[config.mk]
export PLATFORM = sky130hd
export DESIGN_NAME = bus_grant_controller
export DESIGN_NICKNAME = d
export VERILOG_FILES = /design/src/rtl/bus_grant_controller_pkg.sv /design/src/rtl/bus_grant_controller_picker.sv /design/src/rtl/bus_grant_controller.sv
export SDC_FILE = /design/constraint.sdc
export NUM_CORES = 1
export LEC_CHECK = 0
export CAP_MARGIN = 20
export CORE_MARGIN = 2
export CORE_UTILIZATION = 55
export CTS_CLUSTER_DIAMETER = 80
export CTS_CLUSTER_SIZE = 14
export DETAILED_ROUTE_END_ITERATION = 8
export PLACE_DENSITY_LB_ADDON = 0.12
export SYNTH_ARGS = -nofsm -noshare
export SYNTH_HDL_FRONTEND = slang
export SYNTH_SLANG_ARGS = --single-unit
export TNS_END_PERCENT = 1
[constraint.sdc]
create_clock -name clk -period 4.83 [get_ports clk]
set_input_delay 0.7245 -clock clk [delete_from_list [all_inputs] [get_ports clk]]
set_output_delay 0.7245 -clock clk [all_outputs]
set_load 0.02 [all_outputs]
[src/rtl/bus_grant_controller_pkg.sv]
// Shared definitions for the bus grant controller: FSM encodings,
// arbitration mode selectors and sizing limits.
package bus_pkg;

    localparam int MAX_MASTERS = 4;
    localparam int IDX_W       = 2;

    localparam logic ARB_FIXED = 1'b0;
    localparam logic ARB_RR    = 1'b1;

    typedef enum logic [1:0] {
        ST_IDLE    = 2'd0,
        ST_GRANTED = 2'd1,
        ST_RELEASE = 2'd2
    } bus_state_e;

endpackage

[src/rtl/bus_grant_controller_picker.sv]
// Combinational winner selection. Fixed mode scans upward from index 0;
// round-robin mode scans upward from the pointer and wraps at NUM_MASTERS-1.
module rr_priority_picker
    import bus_pkg::*;
#(
    parameter int NUM_MASTERS = 2
) (
    input  logic [MAX_MASTERS-1:0] req,
    input  logic [IDX_W-1:0]       pointer,
    input  logic                   mode,
    output logic [IDX_W-1:0]       winner,
    output logic                   any_req
);

    logic [IDX_W-1:0] start_s;
    logic [2:0]       cand_s;

    // First requesting index found from the start position wins.
    always_comb begin
        winner  = {IDX_W{1'b0}};
        any_req = 1'b0;
        cand_s  = 3'd0;
        if (mode == ARB_RR) begin
            start_s = pointer;
        end else begin
            start_s = {IDX_W{1'b0}};
        end
        for (int i = 0; i < NUM_MASTERS; i++) begin
            cand_s = {1'b0, start_s} + 3'(i);
            if (cand_s >= 3'(NUM_MASTERS)) begin
                cand_s = cand_s - 3'(NUM_MASTERS);
            end else begin
                cand_s = cand_s;
            end
            if (!any_req && req[cand_s[IDX_W-1:0]]) begin
                winner  = cand_s[IDX_W-1:0];
                any_req = 1'b1;
            end else begin
                winner  = winner;
                any_req = any_req;
            end
        end
    end

endmodule

[src/rtl/bus_grant_controller.sv]
// Transaction-level arbiter for the shared SRAM slave port. Holds a grant
// until ready/abort/timeout, inserts one turnaround cycle after every release,
// and keeps a per-transaction watchdog against a stuck slave.
module bus_grant_controller
    import bus_pkg::*;
#(
    parameter int NUM_MASTERS    = 2,
    parameter int PRIORITY_MODE  = 0,
    parameter int TIMEOUT_CYCLES = 255,
    parameter int CNT_W          = 8
) (
    input  logic                   clk,
    input  logic                   rst,
    input  logic [NUM_MASTERS-1:0] req,
    input  logic [NUM_MASTERS-1:0] lock,
    input  logic                   slave_ready,
    output logic [NUM_MASTERS-1:0] grant,
    output logic                   grant_valid,
    output logic [1:0]             cur_master,
    output logic                   timeout_err,
    output logic [1:0]             err_master
);

    localparam logic [CNT_W-1:0] CNT_LAST = CNT_W'(TIMEOUT_CYCLES - 1);
    localparam logic             MODE     = (PRIORITY_MODE == 1) ? ARB_RR : ARB_FIXED;

    bus_state_e             state_r, state_next_s;
    logic [CNT_W-1:0]       cnt_r, cnt_next_s;
    logic [IDX_W-1:0]       ptr_r, ptr_next_s;
    logic [IDX_W-1:0]       cur_master_r, cur_master_next_s;
    logic [NUM_MASTERS-1:0] grant_r, grant_next_s;
    logic                   grant_valid_r;
    logic                   timeout_err_r, timeout_err_next_s;
    logic [IDX_W-1:0]       err_master_r, err_master_next_s;

    logic [MAX_MASTERS-1:0] req_ext_s, lock_ext_s;
    logic [IDX_W-1:0]       winner_s;
    logic                   any_req_s;
    logic                   owner_req_s, owner_lock_s;
    logic                   issue_s, expire_s;

    // Widen request/lock to the maximum master count; absent masters read as 0.
    always_comb begin
        req_ext_s                    = {MAX_MASTERS{1'b0}};
        lock_ext_s                   = {MAX_MASTERS{1'b0}};
        req_ext_s[NUM_MASTERS-1:0]  = req;
        lock_ext_s[NUM_MASTERS-1:0] = lock;
        owner_req_s                  = req_ext_s[cur_master_r];
        owner_lock_s                 = lock_ext_s[cur_master_r];
    end

    rr_priority_picker #(
        .NUM_MASTERS(NUM_MASTERS)
    ) u_picker (
        .req    (req_ext_s),
        .pointer(ptr_r),
        .mode   (MODE),
        .winner (winner_s),
        .any_req(any_req_s)
    );

    // State, watchdog, pointer and output registers.
    always_ff @(posedge clk or negedge rst) begin
        if (!rst) begin
            state_r       <= ST_IDLE;
            cnt_r         <= {CNT_W{1'b0}};
            ptr_r         <= {IDX_W{1'b0}};
            cur_master_r  <= {IDX_W{1'b0}};
            grant_r       <= {NUM_MASTERS{1'b0}};
            grant_valid_r <= 1'b0;
            timeout_err_r <= 1'b0;
            err_master_r  <= {IDX_W{1'b0}};
        end else begin
            state_r       <= state_next_s;
            cnt_r         <= cnt_next_s;
            ptr_r         <= ptr_next_s;
            cur_master_r  <= cur_master_next_s;
            grant_r       <= grant_next_s;
            grant_valid_r <= |grant_next_s;
            timeout_err_r <= timeout_err_next_s;
            err_master_r  <= err_master_next_s;
        end
    end

    // Next-state logic: arbitration out of IDLE/RELEASE, event priority in GRANTED.
    always_comb begin
        state_next_s      = state_r;
        cnt_next_s        = cnt_r;
        ptr_next_s        = ptr_r;
        cur_master_next_s = cur_master_r;
        issue_s           = 1'b0;
        expire_s          = 1'b0;
        case (state_r)
            ST_IDLE, ST_RELEASE: begin
                if (any_req_s) begin
                    state_next_s      = ST_GRANTED;
                    issue_s           = 1'b1;
                    cur_master_next_s = winner_s;
                    cnt_next_s        = {CNT_W{1'b0}};
                    if (winner_s == IDX_W'(NUM_MASTERS - 1)) begin
                        ptr_next_s = {IDX_W{1'b0}};
                    end else begin
                        ptr_next_s = winner_s + 2'd1;
                    end
                end else begin
                    state_next_s = ST_IDLE;
                end
            end
            ST_GRANTED: begin
                if (!owner_req_s) begin
                    state_next_s = ST_RELEASE;
                end else if (slave_ready && owner_lock_s) begin
                    cnt_next_s = {CNT_W{1'b0}};
                end else if (slave_ready) begin
                    state_next_s = ST_RELEASE;
                end else if (cnt_r == CNT_LAST) begin
                    expire_s     = 1'b1;
                    state_next_s = ST_RELEASE;
                end else begin
                    cnt_next_s = cnt_r + CNT_W'(1);
                end
            end
            default: begin
                state_next_s = ST_IDLE;
            end
        endcase
    end

    // Next values of the registered outputs.
    always_comb begin
        grant_next_s       = {NUM_MASTERS{1'b0}};
        timeout_err_next_s = expire_s;
        err_master_next_s  = err_master_r;
        if (issue_s) begin
            for (int i = 0; i < NUM_MASTERS; i++) begin
                grant_next_s[i] = (winner_s == IDX_W'(i));
            end
        end else if (state_next_s == ST_GRANTED) begin
            grant_next_s = grant_r;
        end else begin
            grant_next_s = {NUM_MASTERS{1'b0}};
        end
        if (expire_s) begin
            err_master_next_s = cur_master_r;
        end else begin
            err_master_next_s = err_master_r;
        end
    end

    assign grant       = grant_r;
    assign grant_valid = grant_valid_r;
    assign cur_master  = cur_master_r;
    assign timeout_err = timeout_err_r;
    assign err_master  = err_master_r;

endmodule

Word level (Yosys, flattened, before mapping)
Cells that the tools add are included.
{ "totals": {"reg_bits": 18, "in_bits": 7, "output_inout_bits": 8, "elab_cells": 56} }
{ "op_classes": {"add_sub_neg": 1, "order_cmp": 1, "eq_ne": 9, "n_mux": 28, "reduce_logical": 10} }
{ "op_table": {"columns": ["op", "n"], "rows": [
  ["8-bit 2-to-1 mux", 5],
  ["8-bit one-hot mux with 2 select lines", 1],
  ["1-bit 2-to-1 mux", 13],
  ["2-bit 2-to-1 mux", 6],
  ["8-bit by 1-bit adder with 8-bit output (second input constant)", 1],
  ["8-bit == test (second input constant)", 1],
  ["2-bit by 1-bit == test with 1-bit output (second input constant)", 3],
  ["3-bit != test (second input constant)", 2],
  ["5-bit AND reduction", 1],
  ["1-bit binary-select mux with 2-bit select", 2],
  ["2-bit zero test", 2],
  ["2-bit != test (second input constant)", 2],
  ["2-bit one-hot mux with 2 select lines", 1],
  ["2-bit OR reduction", 2],
  ["2-bit by 3-bit < comparator with 1-bit output (second input constant)", 1],
  ["2-bit == test (second input constant)", 1],
  ["1-bit logical AND", 2],
  ["2-bit AND reduction", 1],
  ["2-bit nonzero test", 1],
  ["1-bit zero test", 1]
]} }

Longest topological paths before layout
Gate-level depths: netlist of the first run.
{ "depth": {"ltp_word": 10, "ltp_mapped": 7, "ltp_nobuf": 7} }

Hierarchy
A second synthesis of the first run with hierarchy kept.
{ "hier_totals": {"hier_cells": 104, "area_unflattened_um2": 1107.3} }
{ "modules_own_cells": {"columns": ["module", "n_inst", "cells_each", "area_per_inst_um2", "seq_area_each_um2"], "rows": [
  ["bus_grant_controller", 1, 97, 1056.0, 500.5],
  ["rr_priority_picker", 1, 7, 51.3, 0.0]
]} }

Least setup slack after synthesis of the first run
No wires, ideal clock.
{ "synth_path": {"path_kind": "input -> register", "from": "input port slave_ready", "to": "register cnt_r[2]", "arrival_time_ns": 1.680, "slack_ns": 3.024, "stages": 4, "path_cell_list": "nand4b_1 o21bai_2 and4bb_2 a221o_1"} }
{ "synth_between": {"elab_chain_cells": 4, "word_cells_on_any_way": 7, "classes_between": "eq/ne: 2; mux: 3; reduce/logical: 2"} }
{ "synth_lines": {"columns": ["item", "line_no", "rtl"], "rows": [
  ["start, declared", "bus_grant_controller.sv:16", "input logic slave_ready,"],
  ["1-bit logical AND", "bus_grant_controller.sv:112", "end else if (slave_ready && owner_lock_s) begin"],
  ["8-bit 2-to-1 mux", "bus_grant_controller.sv:112", null],
  ["8-bit 2-to-1 mux", "bus_grant_controller.sv:110", "if (!owner_req_s) begin"],
  ["8-bit one-hot mux with 2 select lines", "bus_grant_controller.sv:93", "case (state_r)"],
  ["end signal, assigned", "bus_grant_controller.sv:66", "cnt_r <= {CNT_W{1'b0}};"],
  ["end signal, assigned", "bus_grant_controller.sv:75", "cnt_r <= cnt_next_s;"],
  ["end, declared", "bus_grant_controller.sv:28", "logic [CNT_W-1:0] cnt_r, cnt_next_s;"]
]} }
Parallel ways exist; a longest one is shown, timed or not. The select of a mux whose other input is x is not followed.
A chain may end at the register's enable or synchronous reset.

Worst setup path after layout of the first run
{ "layout_path": {"from": "input port slave_ready", "to": "register cnt_r[3]"} }
The elaborated chain is that of the path after synthesis.

==> results_dict.tcl, run 1 <==
set metrics [dict create \
    wl_met2_um 695 \
    max_freq_mhz 450 \
    core.rowCount 14 \
    clkPwrFrac_pct 15.1 \
    combinationalPowerShare_pct 42.9 \
    final_area_sq_um 1040 \
    avgViaCountPerCell 5.74 \
    synth_most_common_cell "dfrtp_1" \
    ys_top_cells_by_count "dfrtp_1 (16), inv_1 (8), nor2_1 (6)" \
    gp_congestion 0.847 \
    grt_start_max_net_pins 17 \
    critPathRequiredTime_ns 4.99 \
    area_growth_pct 17.0 \
    maxCapViolCount 0 \
    cts_resized 0 \
    maxSlewViolCount 0 \
    cts.clk_slew.worst_paths_ns 0.09 \
    seq_area_frac_synth_pct 44.9 \
    r2r_slack_ns 3.02 \
    yosysWarningCount 0 \
    yosys.area.top_type_share_pct 44.9 \
    pin_count 15 \
    p_int_w 0.000275 \
    grt_pass1_vias 626 \
    cts_hold_buf 0 \
    power_w 0.000436 \
    cts_setup_buffers 0 \
    synth_edf_count 0 \
    cts-buffers-inserted 3 \
    setup_viol 0 \
    core_sq_um 1510 \
    crit_family "compound AO/OA/AOI/OAI gates" \
    ir_drop_uv 355 \
    crit_fanout 9 \
    yosys.area.top_type "dfrtp_1" \
    dp_hpwl_um 1220 \
    fin_crit_sh_pct 46.0 \
    wl_met1_um 879 \
    worst-path-buf-inv 1 \
    synthArstFlopShare_pct 100 \
    die_area_sq_um 1960 \
    power.density_nw_per_um2 418 \
    synth_cells 86 \
    period_minus_slack_ns 2.22 \
    pwr-share-seq_pct 42.0 \
    drc 0 \
    syn-cell-area_sq_um 891 \
    cts.sinks 16 \
    die_h_um 44.2 \
    track_usage_pct 19.5 \
    worstMarginPinSlew_ns 0.679 \
    hp-class "flop to flop" \
    clock-root-buffer "clkbuf_4" \
    ys.flop_type "dfrtp_1" \
    cp_cell_sequence "clkdlybuf4s50_1, nand4b_1, o21bai_2, and4bb_2, a221o_1" \
    hold_violations 0 \
    rsz0062_at_grt "false" \
    power_leakage_nw 0.480 \
    crit_slowest_cell "clkdlybuf4s50_1" \
    ant_nets 0 \
    finalWorstSetupSlack_ns 2.61 \
    synth-seq-cells 16 \
    dp_slack_ns 2.36 \
    drive_gt1_share_pct 13.0 \
    cp.arrival_ns 2.38 \
    met3_length_um 51 \
    setup_tns_ns 0 \
    clockBufferDepth 2 \
    fp.dieW_um 44.2 \
    relSlewSlack_pct 54.6 \
    start_util_pct 59.1 \
    nNetsFinal 111 \
    antenna_found_initial 0 \
    max_stage_delay_ns 0.50 \
    diodes 0 \
    clk_latency_ns 0.27 \
    routedWlPerCell_um 14.2 \
    firstDrtPassIters 4 \
    drt_iter0_markers 18 \
    cp-end-kind "flop" \
    status "finished, final reports clean" \
    power.switching_w 0.000161 \
    finClkSkew_ns 0.00417 \
    syn_area_per_cell_sq_um 10.4 \
    synth_area_leaders "dfrtp_1 (45%), a221o_1 (3.4%), inv_1 (3.4%), and4bb_2 (2.8%), ha_1 (2.8%)" \
    critPathKind "input port to flop" \
    p_sw_share_pct 37.0 \
    cp-start-kind "input port" \
    highest_layer "met4" \
    dr_total_vias 666 \
    grt_pass1_wl_um 2720 \
    place_area_sq_um 1020 \
    overflow 0 \
    htree_levels 1 \
    drt_wl_total_um 1650 \
    synth.distinct_cells 36 \
    cts_tree "done" \
    nFillCells 108 \
    io_buffer_count 12 \
]
tightest hold or removal path: stages (launching register included):
cell and delay [ns]:
dfrtp_1 0.39, inv_1 0.05, o32ai_1 0.07
cell families after synthesis:
family,synth area share (%)
simple gates,23.9
compound gates,19.4
flops,44.9
buf+inv,5.06
mux,3.51
fa+ha+maj,2.81
other cells,0.421
power groups by stage:
stage / registers [W] / clock network [W] / logic (W)
after floorplan: 0.000198 / 0 / 0.000110
after global placement: 0.000186 / 0 / 0.000184
after detailed placement: 0.000186 / 0 / 0.000185
after CTS: 0.000184 / 0.0000695 / 0.000186
after global routing: 0.000187 / 0.0000735 / 0.000203
final: 0.000183 / 0.0000657 / 0.000187
final timing paths:
path / startpoint / to / depth (start not counted)
setup / recovery: slave_ready / cnt_r[3] / 5
hold / removal: grant[1] / grant[1] / 2
setup reg to reg: cnt_r[0] / cnt_r[3] / 6
hold reg to reg: grant[1] / grant[1] / 2
max in group asynchronous: rst / cnt_r[1] / 1
min in group asynchronous: rst / state_r[0] / 1
layout by cell type, fill, tap and decap left out, drive strengths merged, types with 2 or more instances in the layout:
| cell | n |
|---|---|
| and3 | 4 |
| mux2i | 2 |
| and2b | 2 |
| nand3 | 3 |
| clkbuf | 3 |
| a21oi | 2 |
| conb | 2 |
| o21ai | 3 |
| clkdlybuf4s50 | 12 |
| inv | 8 |
| nand2b | 3 |
| o21bai | 2 |
| and4bb | 2 |
| a221o | 3 |
| nor4b | 2 |
| nor2 | 6 |
| nor3 | 3 |
| nand2 | 2 |
| ha | 2 |
| nand4b | 2 |
| dfrtp | 16 |
| o211ai | 3 |
stage by stage:
stage / hold WS [ns] / utilization, % / cells
final: 0.561 / 69.2 / 116
after detailed placement: 0.551 / 67.7 / 113
after CTS: 0.564 / 69.2 / 116
after global routing: 0.578 / 69.2 / 116
after floorplan: 0.429 / - / 87
after global placement: 0.548 / 67.7 / 113
layer usage:
metal  vias up  track usage [%]
met4         0             10.9
met1       308             28.2
met3         2             3.67
met5         -                0
met2        10             27.4
li1        346                -
layout make-up:
| class | count | area [sq um] | share of cell area, % |
|---|---|---|---|
| clock buffer | 3 | 22.5 | 2.16 |
| inverter | 8 | 30.0 | 2.88 |
| multi-input combinational | 61 | 449 | 43.1 |
| sequential | 16 | 400 | 38.4 |
| tap | 16 | 20.0 | 1.92 |
| timing repair buffer | 12 | 120 | 11.5 |
registers in the layout, summed over array words and instances (netlist names):
name / count
cnt_r: 8
cur_master: 1
err_master: 1
grant: 2
grant_valid: 1
state_r: 2
timeout_err: 1
Power figures use the tool's default switching activity.
==> inputs of run 2 (changes only) <==
--- a/config.mk
+++ b/config.mk
@@ -7,7 +7,7 @@
 export LEC_CHECK = 0
 export CAP_MARGIN = 20
 export CORE_MARGIN = 2
-export CORE_UTILIZATION = 55
+export CORE_UTILIZATION = 51
 export CTS_CLUSTER_DIAMETER = 80
 export CTS_CLUSTER_SIZE = 14
 export DETAILED_ROUTE_END_ITERATION = 8
==> constraint.sdc (replaced) <==
create_clock -name clk -period 2.2 [get_ports clk]
set_input_delay 0.33 -clock clk [delete_from_list [all_inputs] [get_ports clk]]
set_output_delay 0.33 -clock clk [all_outputs]
set_load 0.02 [all_outputs]
==> run 2 against run 1 <==
Net effect: sequential cell count is the same; power grew 120%; clock-buffer cell count is the same; clock power grew 130%; clock skew shrank 0.0022 ns; sequential share of layout area shrank 0.32 points; cell count grew 1.7%; highest routed layer unchanged.
==> results_dict.tcl, run 2 (synthesis results as in run 1) <==
set metrics [dict create \
    status "finished, final reports clean" \
    dr_total_vias 693 \
    power.switching_w 0.000357 \
    setup_tns_ns 0 \
    grt_start_max_net_pins 17 \
    firstDrtPassIters 5 \
    place_area_sq_um 1030 \
    cts_tree "done" \
    overflow 0 \
    grt_pass1_wl_um 2880 \
    htree_levels 1 \
    dp_hpwl_um 1290 \
    diodes 0 \
    p_sw_share_pct 37.2 \
    cp_cell_sequence "inv_1, ha_1, nand4b_1, o21bai_2, and4bb_2, a221o_1" \
    cts-buffers-inserted 3 \
    cts_hold_buf 0 \
    io_buffer_count 12 \
    crit_fanout 9 \
    fp.dieW_um 45.8 \
    fin_crit_sh_pct 81.1 \
    max_stage_delay_ns 0.41 \
    ant_nets 0 \
    area_growth_pct 18.0 \
    clockBufferDepth 2 \
    max_freq_mhz 561 \
    relSlewSlack_pct 53.4 \
    die_h_um 45.8 \
    p_int_w 0.000604 \
    cts_setup_buffers 0 \
    combinationalPowerShare_pct 42.3 \
    ir_drop_uv 600 \
    setup_viol 0 \
    rsz0062_at_grt "false" \
    critPathRequiredTime_ns 2.37 \
    core.rowCount 15 \
    worstMarginPinSlew_ns 0.697 \
    final_area_sq_um 1050 \
    drive_gt1_share_pct 13.9 \
    largest_register "cnt_r" \
    cp-start-kind "flop" \
    avgViaCountPerCell 5.87 \
    maxCapViolCount 0 \
    gp_congestion 0.794 \
    layout_commonest_cell "dfrtp_1" \
    maxSlewViolCount 0 \
    cts_resized 0 \
    finClkSkew_ns 0.00201 \
    pwr-share-seq_pct 42.1 \
    power_leakage_nw 0.485 \
    largest_register_ff_count 8 \
    routedWlPerCell_um 14.4 \
    crit_slowest_cell "dfrtp_1" \
    drt_wl_total_um 1700 \
    period_minus_slack_ns 1.78 \
    clk_latency_ns 0.28 \
    track_usage_pct 19.7 \
    die_area_sq_um 2100 \
    grt_pass1_vias 631 \
    power.density_nw_per_um2 915 \
    drc 0 \
    start_util_pct 52.7 \
    clkPwrFrac_pct 15.6 \
    drt_iter0_markers 22 \
    core_sq_um 1690 \
    final_cell_mix "dfrtp_1 (16), clkdlybuf4s50_1 (12), inv_1 (8)" \
    cts.clk_slew.worst_paths_ns 0.09 \
    cts.sinks 16 \
    pin_count 15 \
    cp-end-kind "flop" \
    nNetsFinal 112 \
    antenna_found_initial 0 \
    critPathKind "flop to flop" \
    hold_violations 0 \
    cp.arrival_ns 1.95 \
    clock-root-buffer "clkbuf_4" \
    hp-class "input port to async pin" \
]
==> run 2: cell count changes in the layout (fill, tap and decap cells not counted) <==
cell,previous run,this run
buf_4,0,1
==> run 2: area by class of cell <==
class / count / area (sq um)
clock buffers: 3 / 22.5
fillers: 143 / 638
inverters: 8 / 30.0
multi-input cells: 61 / 449
flip-flops and latches: 16 / 400
well taps: 17 / 21.3
repair buffers: 13 / 128
==> run 2: power groups by stage <==
stage	registers, W	logic (W)	clock network [W]
after floorplan	0.000435	0.000243	0
after global placement	0.000406	0.000408	0
after detailed placement	0.000411	0.000408	0
after CTS	0.000405	0.000410	0.000159
after global routing	0.000415	0.000444	0.000174
final	0.000404	0.000406	0.000150
==> run 2: layer usage <==
metal / global-route usage, % / vias to the layer above / share of wire, % / wire (um)
met3: 4.76 / 2 / 2.8 / 48
met1: 27.8 / 329 / 52 / 881
li1: - / 351 / - / -
met2: 27.6 / 11 / 44 / 751
met5: 0 / - / 0 / 0
met4: 10.3 / 0 / 0.83 / 14
==> run 2: path summary, 6_finish.rpt <==
check,start,to,slack (ns),depth (start not counted)
setup / recovery,cnt_r[0],cnt_r[3],0.42,6
hold / removal,rst,timeout_err,0.46,1
setup reg to reg,cnt_r[0],cnt_r[3],0.42,6
hold reg to reg,grant[0],grant[0],0.56,2
max in group asynchronous,rst,cnt_r[6],1.30,1
min in group clk,grant[0],grant[0],0.56,2
==> run 2: metrics by stage <==
stage / std cells / setup WS (ns) / hold WS (ns) / util, % / power, W
floorplan: 87 / 0.596 / 0.0344 / - / 0.000677
global placement: 115 / 0.222 / 0.549 / 60.9 / 0.000814
detailed placement: 115 / 0.194 / 0.546 / 60.9 / 0.000818
CTS: 118 / 0.423 / 0.474 / 62.2 / 0.000974
global route: 118 / 0.286 / 0.529 / 62.2 / 0.00103
finish: 118 / 0.416 / 0.462 / 62.2 / 0.000961
==> run 2: critical path: cells and delay by family, from the launching register on <==
family	cells	cell delay (ns)
AOI/OAI and AO/OA	2	0.59
adders and majority gates	1	0.15
buffers and inverters	1	0.09
DFF	1	0.41
and+or+nand+nor	2	0.43
==> edit 1, RTL diff (flow settings as in run 2) <==
`NUM_MASTERS` is set to 2 in 2 places; all go to 4.
--- a/src/rtl/bus_grant_controller_picker.sv
+++ b/src/rtl/bus_grant_controller_picker.sv
@@ -3,7 +3,7 @@
 module rr_priority_picker
     import bus_pkg::*;
 #(
-    parameter int NUM_MASTERS = 2
+    parameter int NUM_MASTERS = 4
 ) (
     input  logic [MAX_MASTERS-1:0] req,
     input  logic [IDX_W-1:0]       pointer,
--- a/src/rtl/bus_grant_controller.sv
+++ b/src/rtl/bus_grant_controller.sv
@@ -4,7 +4,7 @@
 module bus_grant_controller
     import bus_pkg::*;
 #(
-    parameter int NUM_MASTERS    = 2,
+    parameter int NUM_MASTERS    = 4,
     parameter int PRIORITY_MODE  = 0,
     parameter int TIMEOUT_CYCLES = 255,
     parameter int CNT_W          = 8
Interface: changed (resized grant, lock and req); port bits go from 15 to 21. No check against the original RTL was run, so the function may have changed too.
==> edit 1 against run 2 <==
- wire length up 59%
- sequential cell count up 4
- die area up 21%
- clock skew down 0.00053 ns
- area after synthesis up 23%
- worst setup slack worse by 0.14 ns
- design area up 35%
- count of clock-buffer cells in the layout unchanged
- synthesized cell count up 27%
- largest cell class unchanged
- highest routed layer unchanged
- power up 71%
==> edit 1: results <==
metrics = {
    "synth": {
        "synth_cell_types": 41,
        "synthTopCellsByArea": "dfrtp_1, mux2_2, nor2_1",
        "synthCells": 109,
        "ys_top_cells_by_count": "dfrtp_1, nor2_1, nand2_1, inv_1, nand3_1",
    },
    "drt": {
        "routedWlPerCell_um": 16.3,
        "routed-wl-met2_um": 1290,
        "met1_length_um": 1200,
        "dr_wl_met3_um": 165,
        "vias": 1001,
        "drt_pre_antenna_iters": 4,
        "drt_iter0_drc": 54,
    },
    "placed_design": {
        "post-dp-hpwl_um": 1930,
        "placed_cell_area_um2": 1370,
        "dp_cells": 161,
        "io_buffers": 20,
        "globalplace.congestion": 0.854,
        "dp_slack_ns": 0.0305,
    },
    "timing": {
        "finClkSkew_ns": 0.00148,
        "relSlewSlack": 0.789,
        "whs_ns": 0.354,
        "setup_slack_ns": 0.273,
    },
    "clock_network": {
        "path_clk_slew_ns": 0.12,
        "post-cts-setup-buffers": 0,
        "insertion_delay_ns": 0.30,
    },
    "critical_path": {
        "slowest_stage": "mux4_2",
        "arrival_ns": 2.13,
        "slowest_delay_ns": 0.59,
        "endpoint": "cnt_r[1]",
        "cp_top_family": "multiplexers",
        "reg2reg_depth": 5,
        "rr_startpoint": "cur_master[0]",
        "critPathMaxFanout": 8,
    },
    "power": {
        "comb-power_w": 0.000783,
        "vdd_drop_max_mv": 0.818,
        "p_sw_w": 0.000653,
        "p_sw_frac": 0.397,
        "p_leak_nw": 0.609,
        "clock_net_power_w": 0.000303,
    },
    "grt": {
        "grt_pass1_vias": 979,
        "grt_pass1_wl_um": 4430,
        "grt_max_degree": 21,
        "met1_usage": 0.317,
        "grt_util_met2": 0.375,
        "grt_use_total": 0.228,
    },
    "layout": {
        "finalNetCount": 152,
        "drive_gt1_frac": 0.152,
        "stdcell_count": 165,
        "largest_register": "cnt_r",
    },
    "run_status": {
        "status": "finished clean",
    },
}
-- edit 1: cell count changes after synthesis, sizes merged, moves of 4 or more --
cell	change
dfrtp	+4
mux2	+4
nand2	+6
nor2	+6
-- edit 1: area by class of cell --
cell class / count / area [um2]
Fill cell: 164 / 581
Multi-Input combinational cell: 80 / 556
Sequential cell: 20 / 500
Timing Repair Buffer: 27 / 253
Tap cell: 27 / 33.8
Clock inverter: 1 / 30.0
Inverter: 7 / 26.3
Clock buffer: 3 / 22.5
-- edit 1: kinds of logic (layout without fill, tap and decap cells) --
| kind of cell | count (synthesis) | after routing | synth area share |
|---|---|---|---|
| DFF | 20 | 20 | 0.456 |
| adders and majority gates | 2 | 2 | 0.0228 |
| and+or+nand+nor | 42 | 42 | 0.190 |
| AOI/OAI and AO/OA | 30 | 30 | 0.218 |
| buffers and inverters | 9 | 38 | 0.0387 |
| muxes | 6 | 6 | 0.0752 |
==> edit 2, RTL diff (config.mk and constraints of run 2) <==
Made on the original files. Make the reset (`rst`) synchronous in one clocked block.
--- a/src/rtl/bus_grant_controller.sv
+++ b/src/rtl/bus_grant_controller.sv
@@ -60,7 +60,7 @@
     );
 
     // State, watchdog, pointer and output registers.
-    always_ff @(posedge clk or negedge rst) begin
+    always_ff @(posedge clk) begin
         if (!rst) begin
             state_r       <= ST_IDLE;
             cnt_r         <= {CNT_W{1'b0}};
Check against the original RTL: differs if rst is asserted again (counterexample within 4 cycles, from zero or initial values and one cycle with rst low); with rst held inactive, the same outputs for 10 cycles.
==> edit 2 against run 2 <==
- count of clock-buffer cells in the layout is 1 higher
- sequential cell count stayed put
- synthesized cell count is 16% higher
- design area is 5.5% higher
- area after synthesis is 6.3% higher
- first-iteration DRC count is 14% lower
- wire length is 22% higher
- final cell count is 18% higher
- non-clock buffer count is 1 higher
- worst setup slack better by 0.028 ns
- highest routed layer unchanged
Power is not compared: it rests on default switching activity, and its combinational part moved more than twofold at a synthesized area within 25%.
==> edit 2: results <==
metrics = {
    "layout": {
        "finalNetCount": 124,
        "drive_gt1_frac": 0.175,
    },
    "min_path": {
        "min_path_type": "flop to flop",
    },
    "drt": {
        "dr_wl_met3_um": 102,
        "drt_pre_antenna_iters": 4,
        "vias": 844,
        "routedWlPerCell_um": 14.8,
        "met1_length_um": 1000,
    },
    "critical_path": {
        "startpoint": "cur_master[0]",
        "rr_startpoint": "cnt_r[0]",
        "cp_top_family": "buffers and inverters",
        "slowest_stage": "clkdlybuf4s50_1",
        "arrival_ns": 1.43,
        "regToRegSetupSlack_ns": 0.47,
        "critPathMaxFanout": 6,
        "slowest_delay_ns": 0.66,
    },
    "synth": {
        "synthTopCellsByArea": "dfxtp_1, a31oi_1, nand2b_1",
        "yosysSeqAreaShare": 0.338,
        "synth_cell_types": 41,
        "synthArstFlopShare": 0,
        "synthFlopType": "dfxtp_1",
        "ys_top_cells_by_count": "dfxtp_1, a31oi_1, nor2_1",
    },
    "grt": {
        "grt_pass1_vias": 728,
        "grt_pass1_wl_um": 3270,
    },
    "placed_design": {
        "post-dp-hpwl_um": 1550,
    },
    "timing": {
        "finClkSkew_ns": 0.00349,
    },
    "run_status": {
        "status": "finished clean",
    },
}
-- edit 2: cell types whose count changed after synthesis, sizes merged, moves of 4 or more --
cell	run 2	this run
dfrtp	16	0
dfxtp	0	16
a31oi	0	8
nand4	1	6
inv	8	4
-- edit 2: logic make-up after synthesis --
family,share of synthesized area
AO/OA/AOI/OAI,0.230
adder cells (fa/ha/maj),0.0264
buffers and inverters,0.0634
flip-flops,0.338
multiplexers,0.0594
other,0.00396
AND/OR/NAND/NOR,0.279
-- edit 2: layer usage --
metal  vias to the layer above  global-route usage
met3                         4              0.0346
li1                        402                   -
met1                       410               0.291
met4                         0              0.0722
met5                         -                   0
met2                        28               0.329
-- edit 2: area by class of cell --
class                   count  area [um2]
clock buffers               4        36.3
multi-input cells          76         571
inverters                   4        15.0
repair buffers             14         135
fillers                   156         637
flip-flops and latches     16         320
well taps                  25        31.3
-- edit 2: per-stage QoR --
stage | setup WS [ns] | hold slack [ns] | cell area, um2 | std cells
after global routing | 0.384 | 0.519 | 1110 | 139
after detailed placement | 0.265 | 0.486 | 1070 | 135
after CTS | 0.445 | 0.502 | 1110 | 139
final | 0.444 | 0.499 | 1110 | 139
after floorplan | 0.717 | 0.472 | 951 | 101
after global placement | 0.330 | 0.477 | 1070 | 135
-- edit 2: where the power goes --
part           internal [W]  switching, W
Combinational     0.0000518     0.0000678
Sequential         0.000298    0.00000944
Clock              0.000101     0.0000993
-- edit 2: worst max-delay path by stage --
stage / to / slack [ns] / depth (start not counted)
2_1_floorplan: cnt_r[2] / 0.72 / 5
3_3_place_gp: cnt_r[2] / 0.33 / 5
3_5_place_dp: cnt_r[2] / 0.26 / 5
4_1_cts: cur_master[0] / 0.45 / 1
5_1_grt: cur_master[0] / 0.38 / 1
6_report: cur_master[0] / 0.44 / 1
